`src/rtl/tdot_serial_if.sv`:
```
// Operand/result stream bundle for tdot_serial.
// Carries the (a, b, c) operand stream with in_valid/in_ready, the y result
// stream with out_valid/out_ready, and the busy status flag.
interface tdot_serial_if #(
  parameter int WIDTH = 8
);
  logic             in_valid;
  logic             in_ready;
  logic [WIDTH-1:0] a;
  logic [WIDTH-1:0] b;
  logic [WIDTH-1:0] c;
  logic             out_valid;
  logic             out_ready;
  logic [WIDTH-1:0] y;
  logic             busy;

  // master: operand source / result consumer side
  modport master (
    output in_valid, a, b, c, out_ready,
    input  in_ready, out_valid, y, busy
  );

  // slave: the dot-product engine side
  modport slave (
    input  in_valid, a, b, c, out_ready,
    output in_ready, out_valid, y, busy
  );
endinterface

```
`src/rtl/tdot_serial.sv`:
```
// Folded dot product: y = c + sum(a_i*b_i) mod 2^WIDTH over LEN serial pairs.
// Ports: clk, reset (async, active-high), bus (tdot_serial_if.slave):
//   in_valid/in_ready/a/b/c operand stream, out_valid/out_ready/y result, busy.
// Latency: last pair accepted at edge E -> out_valid after edge E+3; y held
// until consumed, and no new vector is accepted until then.
module tdot_serial #(
  parameter int WIDTH = 8,
  parameter int LEN   = 3
) (
  input  logic          clk,
  input  logic          reset,
  tdot_serial_if.slave  bus
);

  localparam int IDX_W = (LEN > 1) ? $clog2(LEN) : 1;
  localparam logic [IDX_W-1:0] LAST_IDX = IDX_W'(LEN - 1);

  typedef enum logic [1:0] {IDLE, ACCUM, DRAIN, RESULT} state_t;

  state_t           state;
  logic [IDX_W-1:0] idx;
  logic             in_ready_q;
  logic             out_valid_q;
  logic             busy_q;
  logic [WIDTH-1:0] y_q;

  // S1: operand registers
  logic             s1_vld, s1_first, s1_last;
  logic [WIDTH-1:0] s1_a, s1_b, s1_c;
  // S2: product register
  logic             s2_vld, s2_first, s2_last;
  logic [WIDTH-1:0] s2_m, s2_c;
  // S3: accumulator; acc_done pulses the cycle the final product lands
  logic [WIDTH-1:0] acc;
  logic             acc_done;

  logic take;
  logic elem_first;
  logic elem_last;

  // in_ready_q is registered alongside state, so it is 1 exactly in IDLE/ACCUM.
  assign take       = bus.in_valid && in_ready_q;
  assign elem_first = (state == IDLE);
  assign elem_last  = (state == IDLE) ? (LEN == 1) : (idx == LAST_IDX);

  assign bus.in_ready  = in_ready_q;
  assign bus.out_valid = out_valid_q;
  assign bus.y         = y_q;
  assign bus.busy      = busy_q;

  // Three-stage datapath: operand regs, multiplier reg, accumulator.
  always_ff @(posedge clk or posedge reset) begin
    if (reset) begin
      s1_vld   <= 1'b0;
      s1_first <= 1'b0;
      s1_last  <= 1'b0;
      s1_a     <= '0;
      s1_b     <= '0;
      s1_c     <= '0;
      s2_vld   <= 1'b0;
      s2_first <= 1'b0;
      s2_last  <= 1'b0;
      s2_m     <= '0;
      s2_c     <= '0;
      acc      <= '0;
      acc_done <= 1'b0;
    end else begin
      s1_vld <= take;
      if (take) begin
        s1_a     <= bus.a;
        s1_b     <= bus.b;
        s1_first <= elem_first;
        s1_last  <= elem_last;
        if (elem_first) s1_c <= bus.c;
      end

      s2_vld <= s1_vld;
      if (s1_vld) begin
        s2_m     <= s1_a * s1_b;  // truncated to WIDTH by context
        s2_first <= s1_first;
        s2_last  <= s1_last;
        s2_c     <= s1_c;
      end

      acc_done <= s2_vld && s2_last;
      if (s2_vld) begin
        acc <= s2_first ? (s2_c + s2_m) : (acc + s2_m);
      end
    end
  end

  // Control FSM with registered handshake/status outputs.
  always_ff @(posedge clk or posedge reset) begin
    if (reset) begin
      state       <= IDLE;
      idx         <= '0;
      in_ready_q  <= 1'b1;
      out_valid_q <= 1'b0;
      busy_q      <= 1'b0;
      y_q         <= '0;
    end else begin
      case (state)
        IDLE, ACCUM: begin
          if (take) begin
            busy_q <= 1'b1;
            if (elem_last) begin
              state      <= DRAIN;
              idx        <= '0;
              in_ready_q <= 1'b0;
            end else begin
              state <= ACCUM;
              idx   <= idx + IDX_W'(1);
            end
          end
        end
        DRAIN: begin
          if (acc_done) begin
            state       <= RESULT;
            out_valid_q <= 1'b1;
            y_q         <= acc;
          end
        end
        RESULT: begin
          if (bus.out_ready) begin
            state       <= IDLE;
            out_valid_q <= 1'b0;
            in_ready_q  <= 1'b1;
            busy_q      <= 1'b0;
          end
        end
        default: begin
          state       <= IDLE;
          idx         <= '0;
          in_ready_q  <= 1'b1;
          out_valid_q <= 1'b0;
          busy_q      <= 1'b0;
        end
      endcase
    end
  end

endmodule
```
`src/flat_wrapper.sv`:
```
// flat-port wrapper written by rule: the top's interface ports become plain ports
module tdot_serial_flat 
#(
  parameter int WIDTH = 8,
  parameter int LEN   = 3
)
  (clk, reset, bus_in_valid, bus_a, bus_b, bus_c, bus_out_ready, bus_in_ready, bus_out_valid, bus_y, bus_busy);
  tdot_serial_if #(.WIDTH(WIDTH)) bus_i ();
  input  logic clk;
  input  logic reset;
  input wire logic [$bits(bus_i.in_valid)-1:0] bus_in_valid;
  input wire logic [$bits(bus_i.a)-1:0] bus_a;
  input wire logic [$bits(bus_i.b)-1:0] bus_b;
  input wire logic [$bits(bus_i.c)-1:0] bus_c;
  input wire logic [$bits(bus_i.out_ready)-1:0] bus_out_ready;
  output wire logic [$bits(bus_i.in_ready)-1:0] bus_in_ready;
  output wire logic [$bits(bus_i.out_valid)-1:0] bus_out_valid;
  output wire logic [$bits(bus_i.y)-1:0] bus_y;
  output wire logic [$bits(bus_i.busy)-1:0] bus_busy;
  assign bus_i.in_valid = bus_in_valid;
  assign bus_i.a = bus_a;
  assign bus_i.b = bus_b;
  assign bus_i.c = bus_c;
  assign bus_i.out_ready = bus_out_ready;
  assign bus_in_ready = bus_i.in_ready;
  assign bus_out_valid = bus_i.out_valid;
  assign bus_y = bus_i.y;
  assign bus_busy = bus_i.busy;
  tdot_serial #(.WIDTH(WIDTH), .LEN(LEN)) u_core (.clk(clk), .reset(reset), .bus(bus_i));
endmodule
```
`config.mk`:
```
export PLATFORM = sky130hd
export DESIGN_NAME = tdot_serial_flat
export DESIGN_NICKNAME = d
export VERILOG_FILES = /design/src/rtl/tdot_serial_if.sv /design/src/rtl/tdot_serial.sv /design/src/flat_wrapper.sv
export SDC_FILE = /design/constraint.sdc
export NUM_CORES = 1
export LEC_CHECK = 0
export BUFFER_PORTS_ARGS = -buffer_cell sky130_fd_sc_hd__buf_2
export CAP_MARGIN = 20
export CELL_PAD_IN_SITES_DETAIL_PLACEMENT = 1
export CELL_PAD_IN_SITES_GLOBAL_PLACEMENT = 1
export CORE_UTILIZATION = 45
export CTS_BUF_LIST = sky130_fd_sc_hd__clkbuf_8
export DETAILED_ROUTE_END_ITERATION = 8
export GPL_TIMING_DRIVEN = 0
export PLACE_DENSITY_LB_ADDON = 0.2
export SYNTH_ARGS = -nofsm -noshare
export SYNTH_HDL_FRONTEND = slang
export SYNTH_SLANG_ARGS = --single-unit
```
`constraint.sdc`:
```
create_clock -name clk -period 4 [get_ports clk]
set_clock_uncertainty 0.2 [all_clocks]
set_input_delay 0.8 -clock clk [delete_from_list [all_inputs] [get_ports clk]]
set_output_delay 0.8 -clock clk [all_outputs]
set_load 0.05 [all_outputs]
```
==> results_dict.tcl, run 1 <==
set metrics [dict create \
    outcome "complete, no violations" \
    power_mw 1.39 \
    crit_chain "buf_4 -> nand2_1 -> fa_1 -> inv_1 -> fa_1 -> ha_1 -> inv_1 -> fa_1 -> inv_1 -> ha_4 -> a21o_1 -> a21oi_4 -> xnor2_2 -> xnor2_2 -> mux2_4" \
    dp_hpwl_microns 5890 \
    post_synth_fa_ha_maj_area_fraction_pct 14.1 \
    syn_nets 398 \
    grt_max_degree 71 \
    critPathLaunchType "flip-flop" \
    cap_violations 0 \
    hp-class "reg -> reg" \
    grt_util_all_layers_pct 21.3 \
    via_per_inst 5.17 \
    end_kind "flip-flop" \
    ant_nets 0 \
    synth_top_family_by_area "multiplexers" \
    cts_made_buffers 9 \
    area_growth_pct 17.5 \
    synthArstFlopShare_pct 100 \
    min_to "u_core.s1_first$_DFFE_PP0P_" \
    worstMarginPinSlew_ns 0.876 \
    clock.fmax_ghz 0.258 \
    insertedDiodeCount 0 \
    fin_nets 455 \
    setup_tns_ns 0 \
    synth.cell_area_sq_mm 0.00388 \
    slew_headroom_pct 41.6 \
    routed_wl_microns 8410 \
    io_buffers 38 \
    drc 0 \
    path_class "reg -> reg" \
    pre_cts_slack_ns -0.219 \
    required_ns 4.04 \
    worst-path-max-fanout 3 \
    ctsHoldBuffers 0 \
    start_util_pct 46.8 \
    die-height_microns 94.9 \
    clkTransAtPathRegs_ns 0.09 \
    hold_depth 1 \
    antenna_found_initial 0 \
    first_pass_iters 4 \
    timing.rr.end "u_core.s2_m[7]$_DFFE_PP0P_" \
    cp.arrival_ns 3.91 \
    cts_max_level 3 \
    r2r_start "u_core.s1_b[4]$_DFFE_PP0P_" \
    drive_gt1_share_pct 37.4 \
    slew_violations 0 \
    synth_enable_flop_cells 0 \
    grt_overflow 0 \
    whs_ns 0.287 \
    place_area_sq_mm 0.00420 \
    synth_cell_types 36 \
    clock_sinks 70 \
    p_per_area_mw_per_mm2 304 \
    wl_per_cell_microns 16.8 \
    fin_crit_sh_pct 96.9 \
    netlist_instances 334 \
    synth_seq_cells 70 \
    peakVddDrop_mv 0.212 \
    syn_avg_cell_area_sq_um 11.6 \
    cpMaxStageDelayCell "fa_1" \
    period_needed_ns 3.88 \
    ys_seq_area_share_pct 45.2 \
    setup_viol 0 \
    cts-root-buf "clkbuf_8" \
    rows 33 \
    hold_violations 0 \
    fill_cells 908 \
    num_vias 2590 \
    clk_latency_ns 0.36 \
    drt_iter0_drc 64 \
    synth-xor-area-share_pct 4.71 \
    yosys_most_used_dff "dfrtp_1" \
    synthMuxAreaShare_pct 17.2 \
    gp_congestion 0.776 \
    setup_ws_ns 0.125 \
    die_area_sq_mm 0.00900 \
    rrSetupSlack_ns 0.12 \
    min_from "u_core.s1_first$_DFFE_PP0P_" \
    synth_compound_area_share_pct 5.55 \
    crit_path_start "u_core.s1_b[4]$_DFFE_PP0P_" \
    cts_buffer_depth 2 \
    p_leak_nw 2.38 \
    postLayoutCellArea_sq_mm 0.00456 \
    max_stage_delay_ns 0.52 \
    grt_pass1_wl_microns 14000 \
    die_w_microns 94.9 \
    cts_tree "done" \
    r2r.worst_path.cells 15 \
    grt_pass1_vias 2763 \
    yosys.area_share.simple_pct 8.96 \
    pin_count 39 \
    coreArea_sq_mm 0.00830 \
    yosysWarnings 0 \
]
cell usage after synthesis, types with 5 or more instances:
| library cell | number | area, sq um |
|---|---|---|
| and2_2 | 5 | 37.5 |
| a21o_1 | 6 | 45.0 |
| ha_1 | 23 | 288 |
| a21oi_1 | 13 | 65.1 |
| dfrtp_1 | 69 | 1730 |
| mux2_2 | 56 | 631 |
| nor2_1 | 5 | 18.8 |
| nand2_1 | 28 | 105 |
| xnor2_1 | 16 | 140 |
| inv_1 | 36 | 135 |
| nand3_1 | 6 | 30.0 |
| and2_1 | 12 | 75.1 |
| o21ai_0 | 10 | 50.1 |
| clkbuf_1 | 6 | 22.5 |
| fa_1 | 13 | 260 |
where the power goes:
group / total (mW) / internal (mW) / switching (mW)
registers: 0.707 / 0.707 / 0
clock network: 0.651 / 0.353 / 0.298
logic: 0.0271 / 0.00949 / 0.0177
stage by stage:
step	util (%)	instances
global route	54.9	501
floorplan	-	334
CTS	54.3	500
global placement	50.6	477
detailed placement	50.7	477
finish	54.9	501
kinds of logic after synthesis:
kind of cell | count (synthesis)
buf+inv | 44
simple gates | 69
flops | 70
compound gates | 36
mux | 59
fa+ha+maj | 36
xor+xnor | 20
cell usage in the layout, fill, tap and decap left out, types with 3 or more instances in the layout:
cell type   n
xnor2_1    14
fa_1        9
nand2_1    28
dfrtp_2     5
buf_4       8
xnor2_2     3
o21ai_0    10
a21oi_1    12
fa_2        4
a21o_1      6
clkbuf_8    9
mux2_2     56
nand3_1     6
inv_1      35
clkbuf_1    6
nor2_1      5
and2_2      5
and2_1     12
buf_2      40
nor3_1      3
ha_1       21
dfrtp_1    64
per-layer routing:
| metal | vias up | share of wire [%] | global-route usage (%) | wire (microns) |
|---|---|---|---|---|
| li1 | 1226 | - | - | - |
| met1 | 1296 | 44 | 25.9 | 3730 |
| met2 | 52 | 51 | 36.7 | 4270 |
| met3 | 16 | 2.8 | 4.43 | 236 |
| met4 | 0 | 2.1 | 8.96 | 175 |
| met5 | - | 0 | 0 | 0 |
worst max-delay path by stage:
| stage | slack [ns] | depth (start not counted) | to |
|---|---|---|---|
| floorplan | 0.17 | 13 | u_core.s2_m[7]$_DFFE_PP0P_ |
| global placement | -0.11 | 13 | u_core.s2_m[7]$_DFFE_PP0P_ |
| detailed placement | -0.22 | 13 | u_core.s2_m[7]$_DFFE_PP0P_ |
| CTS | 0.02 | 13 | u_core.s2_m[7]$_DFFE_PP0P_ |
| global route | -0.004 | 15 | u_core.s2_m[7]$_DFFE_PP0P_ |
| finish | 0.12 | 15 | u_core.s2_m[7]$_DFFE_PP0P_ |
worst max-delay path: cells and delay by family (launching register included):
kind,cells,cell delay [ns]
muxes,1,0.26
adders and majority gates,5,1.89
DFF,1,0.38
xor gates and xnor gates,2,0.25
AOI/OAI and AO/OA,2,0.36
and+or+nand+nor,1,0.08
buffers and inverters,4,0.33
state kept, by name (all words and copies together), names as in the netlist, 2 cells and up:
| name | cells |
|---|---|
| u_core.idx | 2 |
| u_core.s2_c | 8 |
| u_core.s1_a | 8 |
| u_core.state | 2 |
| u_core.bus.y | 8 |
| u_core.acc | 8 |
| u_core.s1_b | 8 |
| u_core.s2_m | 8 |
| u_core.s1_c | 8 |
repair_timing:
item,CTS,global route
setup buffers,7,1
pin swaps,4,8
resized for setup,9,7
endpoints found under the setup margin,1,1
cloned,0,0
layout make-up:
cell class	count	area [sq um]	share of cell area [%]
Clock inverter	7	96.3	2.11
Tap cell	105	131	2.88
Timing Repair Buffer	46	250	5.49
Multi-Input combinational cell	220	2030	44.5
Inverter	36	138	3.02
Buffer	8	32.5	0.714
Sequential cell	70	1760	38.6
Clock buffer	9	124	2.72
Power figures use the tool's default switching activity.
==> inputs of run 2 (changes only) <==
ABC_CLOCK_PERIOD_IN_PS = 3800   (was unset)
clock period = 3.8 ns   (was 4 ns; I/O delays follow)
==> run 2 against run 1 <==
  * First-iteration DRC count is 23% lower
  * Sequential share of layout area is 0.28 points higher
  * Sequential power is 5.2% higher
  * Core utilization is 0.32 points lower
  * Critical path depth is 2 lower
  * Combinational power is 5% higher
  * Die area stayed put
  * Hold slack worse by 0.022 ns
  * Critical path type unchanged
  * Critical endpoint unchanged
  * Largest power group unchanged
==> results_dict.tcl, run 2 (same netlist as run 1, synthesis figures left out) <==
set metrics [dict create \
    outcome "complete, no violations" \
    cts-root-buf "clkbuf_8" \
    critPathLaunchType "flip-flop" \
    p_per_area_mw_per_mm2 285 \
    cpMaxStageDelayCell "fa_1" \
    post-route-util_pct 54.6 \
    p_leak_nw 2.33 \
    grt_pass1_wl_microns 13200 \
    hold_violations 0 \
    end_kind "flip-flop" \
    cpMostUsedCell "xnor2_1" \
    clkTransAtPathRegs_ns 0.07 \
    required_ns 3.83 \
    wl_per_cell_microns 15.7 \
    setup_tns_ns 0 \
    worstMarginPinSlew_ns 0.857 \
    postLayoutCellArea_sq_mm 0.00453 \
    drc 0 \
    clock_sinks 70 \
    crit_chain "nand2_2 -> fa_2 -> fa_1 -> inv_1 -> fa_1 -> inv_1 -> fa_2 -> xor2_2 -> xnor2_1 -> xnor2_1 -> xnor2_1 -> xnor2_1 -> mux2_4" \
    fill_cells 895 \
    grt_overflow 0 \
    drive_gt1_share_pct 40.4 \
    pre_cts_slack_ns -0.245 \
    cts_buffer_depth 2 \
    grt_max_degree 71 \
    crit_family "adder cells" \
    setup_ws_ns 0.0899 \
    fin_crit_sh_pct 97.6 \
    area_growth_pct 16.8 \
    slew_headroom_pct 42.9 \
    drt_iter0_drc 49 \
    max_stage_delay_ns 0.49 \
    cts_max_level 3 \
    num_vias 2546 \
    first_pass_iters 3 \
    grt_pass1_vias 2740 \
    pin_count 39 \
    fin_nets 454 \
    start_util_pct 46.8 \
    whs_ns 0.265 \
    clk_latency_ns 0.35 \
    cts_tree "done" \
    die_area_sq_mm 0.00900 \
    final_cells 499 \
    seqCellArea_sq_mm 0.00176 \
    grt_util_all_layers_pct 19.7 \
    ctsHoldBuffers 0 \
    slew_violations 0 \
    power_mw 1.29 \
    placed_cells 477 \
    cts_made_buffers 9 \
    cp_num_buf_inv 2 \
    hp-class "reg -> reg" \
    routed_wl_microns 7840 \
    final_cell_mix "dfrtp_1, mux2_2, buf_2" \
    die_w_microns 94.9 \
    rows 33 \
    ant_nets 0 \
    coreArea_sq_mm 0.00830 \
    cp.arrival_ns 3.74 \
    clock.fmax_ghz 0.270 \
    period_needed_ns 3.71 \
    cap_violations 0 \
    final_common_cell "dfrtp_1" \
    via_per_inst 5.10 \
    die-height_microns 94.9 \
    insertedDiodeCount 0 \
    dp_hpwl_microns 5580 \
    multi_input_area_sq_mm 0.00206 \
    setup_viol 0 \
    path_class "reg -> reg" \
    place_area_sq_mm 0.00421 \
    rsz0062_at_grt "true" \
    antenna_found_initial 0 \
    peakVddDrop_mv 0.178 \
    gp_congestion 0.820 \
    worst-path-max-fanout 5 \
    io_buffers 38 \
]
-- run 2: cell types whose count changed in the layout (fill, tap and decap cells not counted), sizes merged --
| cell | before | now |
|---|---|---|
| bufinv | 2 | 0 |
| clkinv | 4 | 5 |
| clkinvlp | 0 | 1 |
| buf | 48 | 47 |
| inv | 37 | 36 |
-- run 2: final timing paths --
check / start / endpoint / slack [ns] / cells after the start
worst max-delay path: u_core.s1_b[2]$_DFFE_PP0P_ / u_core.s2_m[7]$_DFFE_PP0P_ / 0.09 / 13
worst min-delay path: u_core.s1_vld$_DFF_PP0_ / u_core.s2_vld$_DFF_PP0_ / 0.26 / 0
worst max register to register: u_core.s1_b[2]$_DFFE_PP0P_ / u_core.s2_m[7]$_DFFE_PP0P_ / 0.09 / 13
worst min register to register: u_core.s1_vld$_DFF_PP0_ / u_core.s2_vld$_DFF_PP0_ / 0.26 / 0
max in group asynchronous: reset / u_core.s1_a[0]$_DFFE_PP0P_ / 2.42 / 2
min in group asynchronous: reset / u_core.bus.busy$_DFFE_PP0P_ / 0.39 / 2
-- run 2: area by class of cell --
type | instances | area share (%)
Clock buffer | 9 | 2.73
Multi-Input combinational cell | 220 | 45.5
Tap cell | 105 | 2.90
Clock inverter | 6 | 0.883
Inverter | 36 | 3.04
Timing Repair Buffer | 45 | 5.35
Buffer | 8 | 0.718
Sequential cell | 70 | 38.9
-- run 2: power by group --
group | switching (mW) | internal [mW] | leakage [nW]
registers | 0 | 0.744 | 0.958
logic | 0.0183 | 0.0100 | 1.29
clock network | 0.286 | 0.231 | 0.0848
-- run 2: repair_timing --
action                                  in CTS  in global routing
gates resized for setup                     20                  7
endpoints found under the setup margin       1                  2
pin swaps                                    9                 15
buffers inserted                             7                  0
-- run 2: per-layer routing --
layer	global-route usage, %	wire (microns)
met5	0	0
met4	7.07	123
met3	4.75	240
met2	33.1	3860
met1	24.6	3620
